File: src/rtl/seg7_scan_driver.sv
// Time-multiplexed N-digit 7-segment driver with frame-synchronous double buffering,
// anti-ghosting dead time and blanking. Define SEG7_LZ_SUPPRESS_EN for leading-zero suppression.
module seg7_scan_driver #(
  parameter int NUM_DIGITS     = 4,
  parameter int SHOW_CYCLES    = 50000,
  parameter int GAP_CYCLES     = 500,
  parameter int SEG_ACTIVE_LOW = 0,
  parameter int AN_ACTIVE_LOW  = 0
) (
  input  logic                    clk,
  input  logic                    rst_n,
  input  logic [4*NUM_DIGITS-1:0] value,
  input  logic                    load,
  input  logic                    hex_mode,
  input  logic                    blank,
  output logic [6:0]              seg,
  output logic [NUM_DIGITS-1:0]   an,
  output logic                    frame_start
);

  localparam int DW      = 4 * NUM_DIGITS;
  localparam int IDX_W   = (NUM_DIGITS > 1) ? $clog2(NUM_DIGITS) : 1;
  localparam int CNT_MAX = (SHOW_CYCLES > GAP_CYCLES) ? SHOW_CYCLES : GAP_CYCLES;
  localparam int CNT_W   = (CNT_MAX > 1) ? $clog2(CNT_MAX) : 1;

  localparam logic [CNT_W-1:0] SHOW_LAST = CNT_W'(SHOW_CYCLES - 1);
  localparam logic [CNT_W-1:0] GAP_LAST  = CNT_W'((GAP_CYCLES > 0) ? GAP_CYCLES - 1 : 0);
  localparam logic [IDX_W-1:0] IDX_LAST  = IDX_W'(NUM_DIGITS - 1);

  localparam logic [6:0]            SEG_OFF = (SEG_ACTIVE_LOW != 0) ? 7'h7F : 7'h00;
  localparam logic [NUM_DIGITS-1:0] AN_OFF  = (AN_ACTIVE_LOW != 0) ? {NUM_DIGITS{1'b1}} : '0;

  typedef enum logic {S_SHOW, S_GAP} state_t;

  state_t                  state_q, state_d;
  logic [CNT_W-1:0]        cnt_q, cnt_d;
  logic [IDX_W-1:0]        idx_q, idx_d;
  logic [DW-1:0]           pending_q, pending_d;
  logic [DW-1:0]           shadow_q, shadow_d;
  logic                    dirty_q, dirty_d;
  logic [6:0]              seg_q, seg_d;
  logic [NUM_DIGITS-1:0]   an_q, an_d;
  logic                    frame_start_q, frame_start_d;

  logic                    digit_end;
  logic [3:0]              digit_nib;
  logic                    digit_lit;
  logic [NUM_DIGITS-1:0]   an_sel;
  logic [6:0]              seg_raw;
  logic [NUM_DIGITS-1:0]   an_raw;
`ifdef SEG7_LZ_SUPPRESS_EN
  logic                    nz_acc;
`endif

  function automatic logic [6:0] decode7(input logic [3:0] nib, input logic hex);
    logic [6:0] s;
    case (nib)
      4'h0: s = 7'b1111110;
      4'h1: s = 7'b0110000;
      4'h2: s = 7'b1101101;
      4'h3: s = 7'b1111001;
      4'h4: s = 7'b0110011;
      4'h5: s = 7'b1011011;
      4'h6: s = 7'b1011111;
      4'h7: s = 7'b1110000;
      4'h8: s = 7'b1111111;
      4'h9: s = 7'b1111011;
      4'hA: s = hex ? 7'b1110111 : 7'b0000000;
      4'hB: s = hex ? 7'b0011111 : 7'b0000000;
      4'hC: s = hex ? 7'b1001110 : 7'b0000000;
      4'hD: s = hex ? 7'b0111101 : 7'b0000000;
      4'hE: s = hex ? 7'b1001111 : 7'b0000000;
      default: s = hex ? 7'b1000111 : 7'b0000000;
    endcase
    return s;
  endfunction

  // Scan sequencing and buffer transfer.
  always_comb begin
    // NOTE: every variable gets a default before any branch, so no path can infer a latch.
    state_d   = state_q;
    cnt_d     = cnt_q + CNT_W'(1);
    idx_d     = idx_q;
    pending_d = pending_q;
    shadow_d  = shadow_q;
    dirty_d   = dirty_q;
    digit_end = 1'b0;

    case (state_q)
      S_SHOW: begin
        if (cnt_q == SHOW_LAST) begin
          cnt_d = '0;
          if (GAP_CYCLES == 0) digit_end = 1'b1;
          else                 state_d   = S_GAP;
        end
      end
      default: begin
        if (cnt_q == GAP_LAST) begin
          cnt_d     = '0;
          digit_end = 1'b1;
        end
      end
    endcase

    if (digit_end) begin
      state_d = S_SHOW;
      if (idx_q == IDX_LAST) begin
        idx_d = '0;
        // Frame boundary: the only point the displayed image may change.
        if (dirty_q) begin
          shadow_d = pending_q;
          dirty_d  = 1'b0;
        end
      end else begin
        idx_d = idx_q + IDX_W'(1);
      end
    end

    // A load on the transfer edge wins the dirty flag, so the new value waits one frame.
    if (load) begin
      pending_d = value;
      dirty_d   = 1'b1;
    end
  end

  // Digit selection and registered output images.
  always_comb begin
    digit_nib = 4'h0;
    digit_lit = 1'b1;
    an_sel    = '0;
`ifdef SEG7_LZ_SUPPRESS_EN
    nz_acc    = 1'b0;
`endif
    for (int i = NUM_DIGITS - 1; i >= 0; i--) begin
`ifdef SEG7_LZ_SUPPRESS_EN
      nz_acc = nz_acc | (shadow_q[4*i +: 4] != 4'h0);
`endif
      an_sel[i] = (idx_q == IDX_W'(i));
      if (idx_q == IDX_W'(i)) begin
        digit_nib = shadow_q[4*i +: 4];
`ifdef SEG7_LZ_SUPPRESS_EN
        digit_lit = nz_acc || (i == 0);
`endif
      end
    end

    seg_raw = 7'b0000000;
    an_raw  = '0;
    if (state_q == S_SHOW && !blank) begin
      seg_raw = decode7(digit_nib, hex_mode);
      an_raw  = digit_lit ? an_sel : '0;
    end

    seg_d         = seg_raw ^ SEG_OFF;
    an_d          = an_raw ^ AN_OFF;
    frame_start_d = (state_q == S_SHOW) && (idx_q == '0) && (cnt_q == '0);
  end

  always_ff @(posedge clk or negedge rst_n) begin
    if (!rst_n) begin
      state_q       <= S_SHOW;
      cnt_q         <= '0;
      idx_q         <= '0;
      // NOTE: the buffers are plain flops and are reset so the first frame shows a defined zero.
      pending_q     <= '0;
      shadow_q      <= '0;
      dirty_q       <= 1'b0;
      seg_q         <= SEG_OFF;
      an_q          <= AN_OFF;
      frame_start_q <= 1'b0;
    end else begin
      // NOTE: non-blocking updates make every flop sample the pre-edge values of the others.
      state_q       <= state_d;
      cnt_q         <= cnt_d;
      idx_q         <= idx_d;
      pending_q     <= pending_d;
      shadow_q      <= shadow_d;
      dirty_q       <= dirty_d;
      seg_q         <= seg_d;
      an_q          <= an_d;
      frame_start_q <= frame_start_d;
    end
  end

  assign seg         = seg_q;
  assign an          = an_q;
  assign frame_start = frame_start_q;

endmodule
File: config.mk
export PLATFORM = sky130hd
export DESIGN_NAME = seg7_scan_driver
export DESIGN_NICKNAME = d
export VERILOG_FILES = /design/src/rtl/seg7_scan_driver.sv
export SDC_FILE = /design/constraint.sdc
export NUM_CORES = 1
export LEC_CHECK = 0
export ABC_AREA = 1
export BUFFER_PORTS_ARGS = -buffer_cell sky130_fd_sc_hd__buf_4
export CAP_MARGIN = 0
export CELL_PAD_IN_SITES_DETAIL_PLACEMENT = 1
export CELL_PAD_IN_SITES_GLOBAL_PLACEMENT = 1
export CORE_MARGIN = 2
export CORE_UTILIZATION = 45
export DETAILED_ROUTE_END_ITERATION = 10
export PLACE_DENSITY = 0.82
export RECOVER_POWER = 100
export SYNTH_ARGS = -nofsm -noshare
export SYNTH_HDL_FRONTEND = slang
export SYNTH_SLANG_ARGS = --single-unit
File: constraint.sdc
create_clock -name clk -period 3.1 [get_ports clk]
set_clock_uncertainty 0.1 [all_clocks]
set_input_delay 0.62 -clock clk [delete_from_list [all_inputs] [get_ports clk]]
set_output_delay 0.62 -clock clk [all_outputs]
set_load 0.005 [all_outputs]
==> results.ini <==
[clock_tree]
numClockSinks = 64
root_buffer = clkbuf_8
insertion_delay_ns = 0.35
post_cts.repair.setup_buffers = 0
htree_levels = 3
cts.clk_slew.worst_paths_ns = 0.08
cts_made_buffers = 9
ctsHoldBuffers = 0
post_cts_resized = 0
cts_tree = done
cts_buffer_depth = 2

[timing]
maxSlewViolCount = 65
final_hold_viol_count = 0
slew_headroom = -0.04574
tightest_slew_ns = 1.569
setup_violations = 0
setup_tns_ns = 0
period_needed_ns = 2.441
rsz0062_at_grt = no
fmax_mhz = 409.6
finalCritPeriodShare = 0.7876

[logic_synthesis]
ys_seq_area_frac = 0.4897
netlist_area_um2 = 3271
ys_ff_latch = 64
yosysUniqueCellTypes = 34
syn_nets = 434
async_flop_share = 1.000
synth_edf_count = 0
yosys_most_used_dff = dfrtp_1
yosysWarningCount = 0
syn_avg_cell_area_um2 = 8.036
syn_inst = 407

[cells_and_area]
ff_latch_area_um2 = 1602
multi_input_area_um2 = 1264
design_area_um2 = 3716
layout.nets = 469
drive_above_1_share = 0.1320
synthToLayoutAreaGrowth_pct = 13.62
fill_cells = 918
fin_util = 0.5207
antenna_cells = 0

[setup_path]
end_kind = flop
required_ns = 3.28
crit_path_start_kind = flop
crit_chain = inv_1 > ha_1 > inv_1 > nand2_1 > nand3_1 > nand2_1 > nand2_1 > nor2_1 > nand2_1 > o21ai_0 > nor2_1 > nand3_1 > nand2_1 > inv_1
cpPeakStageDelay_ns = 0.41
crit_fanout = 5
cp.buffers_inverters = 3
cp_data_arrival_time_ns = 2.63
path_common_cell = nand2_1
cp_slowest_cell = dfrtp_1
critPathKind = reg2reg
critPathTopFamily = simple AND/OR/NAND/NOR gates

[detailed_routing]
drt_iter0_markers = 112
dr.pass1.iters = 4
wl_mm = 7.363
vias_per_cell = 4.777
wire_per_inst_um = 13.49
num_vias = 2608
drc = 0
drtAntennaViolNets = 0

[hold_path]
hp-class = in2reg

[placed_design]
routabilityCongestion = 0.9036
port_buffers = 32
dpl_cell_area_um2 = 3580
dp_hpwl_mm = 5.322

[floorplan]
fp.dieW_um = 89.26
fp.dieH_um = 89.26
rows = 31
start_util = 0.4583
io_pins = 33
core_area_um2 = 7137
die_area_um2 = 7966

[grt]
use_met3 = 0.03416
antenna_found_initial = 0
use_met2 = 0.3306
grt_max_degree = 65
grt.overflow.total = 0
grt_use_total = 0.2111
top_usage_layer = met2
grt_use_met1 = 0.2865
grt_pass1_vias = 2722
grt_pass1_wl_mm = 12.86

[run_status]
status = finished, violations left
violations = capacitance limit, slew limit

[flow_run]
max_cap_violations = 1

[power_and_ir_drop]
p_leak_nw = 1.894
p_per_area_nw_per_um2 = 474.4
max-vdd-ir-drop_mv = 0.2267

area by class of cell:
cell class / count / share of cell area
clock buffers: 9 / 0.03333
clock inverters: 7 / 0.02761
inverters: 72 / 0.07273
multi-input cells: 262 / 0.3401
flip-flops and latches: 64 / 0.4310
well taps: 99 / 0.03333
repair buffers: 33 / 0.06195
stage by stage:
stage	hold WS (ns)	instances	power, W	worst slack, ns
after global placement	0.3684	530	0.0009615	0.8836
final	0.3731	546	0.001763	0.6586
after floorplan	0.2244	407	0.0009118	1.243
after CTS	0.2775	546	0.001789	0.7826
after detailed placement	0.3735	530	0.0009672	0.8055
after global routing	0.3679	546	0.001836	0.3881
Yosys cell counts (2+ instances only):
cell type	count	share of area
a211oi_1	2	0.0046
a21oi_1	18	0.028
a31oi_1	2	0.0038
buf_2	2	0.0031
buf_6	3	0.010
clkbuf_1	3	0.0034
dfrtp_1	64	0.49
ha_1	6	0.023
inv_1	67	0.077
inv_2	4	0.0046
nand2_1	91	0.10
nand2_2	3	0.0057
nand3_1	24	0.037
nor2_1	46	0.053
nor2_2	7	0.013
nor3_1	2	0.0031
nor3_2	2	0.0061
nor3b_1	4	0.0092
nor4_1	2	0.0038
o21ai_0	23	0.035
o21ai_2	17	0.046
xor2_1	3	0.0080
cell usage in the layout, fill, tap and decap left out, types with 2 or more instances in the layout:
master     instances
clkinv_4           2
a31oi_1            2
xor2_1             3
nor4_1             2
inv_6              2
nor3b_1            4
a21oi_1           18
inv_2              3
nand2_1           93
inv_1             68
o21ai_2            5
dfrtp_1           64
nor2_2             4
buf_4             18
clkbuf_8           9
bufinv_16          2
o21ai_0           35
nand3_1           25
nor3_1             4
a211oi_1           2
ha_1               6
clkbuf_1           4
clkbuf_4          10
nor2_1            49
metal layers:
layer	vias to the layer above	wire length, um
met2	42	3381
met4	0	183
met5	-	0
met1	1211	3610
li1	1341	-
met3	14	187
worst register-to-register path, delay by kind of cell (launching register included):
family | cells | cell delay (ns)
compound gates | 1 | 0.12
fa+ha+maj | 1 | 0.27
buf+inv | 3 | 0.33
flops | 1 | 0.41
simple gates | 9 | 1.14
path summary, 6_finish.rpt:
kind,startpoint,to,slack [ns],depth (start not counted)
setup reg to reg,idx_q[0],seg[5],0.66,14
hold / removal,value[12],pending_q[12],0.37,3
setup / recovery,idx_q[0],seg[5],0.66,14
hold reg to reg,shadow_q[6],shadow_q[6],0.39,2
min in group asynchronous,rst_n,cnt_q[11],0.56,1
max in group asynchronous,rst_n,pending_q[4],1.40,1
sequential cells by signal, indices dropped and copies added (netlist names):
signal,cells
an,4
cnt_q,16
dirty_q,1
frame_start,1
idx_q,2
pending_q,16
seg,7
shadow_q,16
state_q,1
report_power, final:
part	leakage [nW]	switching [W]	internal [W]
clock	0.110	0.000360	0.000461
sequential	0.829	0.00000618	0.000857
combinational	0.955	0.0000488	0.0000297
cell families (layout without fill, tap and decap cells):
logic type,count (synthesis),after routing,share of synthesized area
flip-flops,64,64,0.4897
AO/OA/AOI/OAI,67,67,0.1289
adder cells (fa/ha/maj),6,6,0.02295
AND/OR/NAND/NOR,185,185,0.2460
XOR/XNOR,4,4,0.01071
buffers and inverters,81,121,0.1018
No activity file was read; power rests on OpenSTA's default activity.
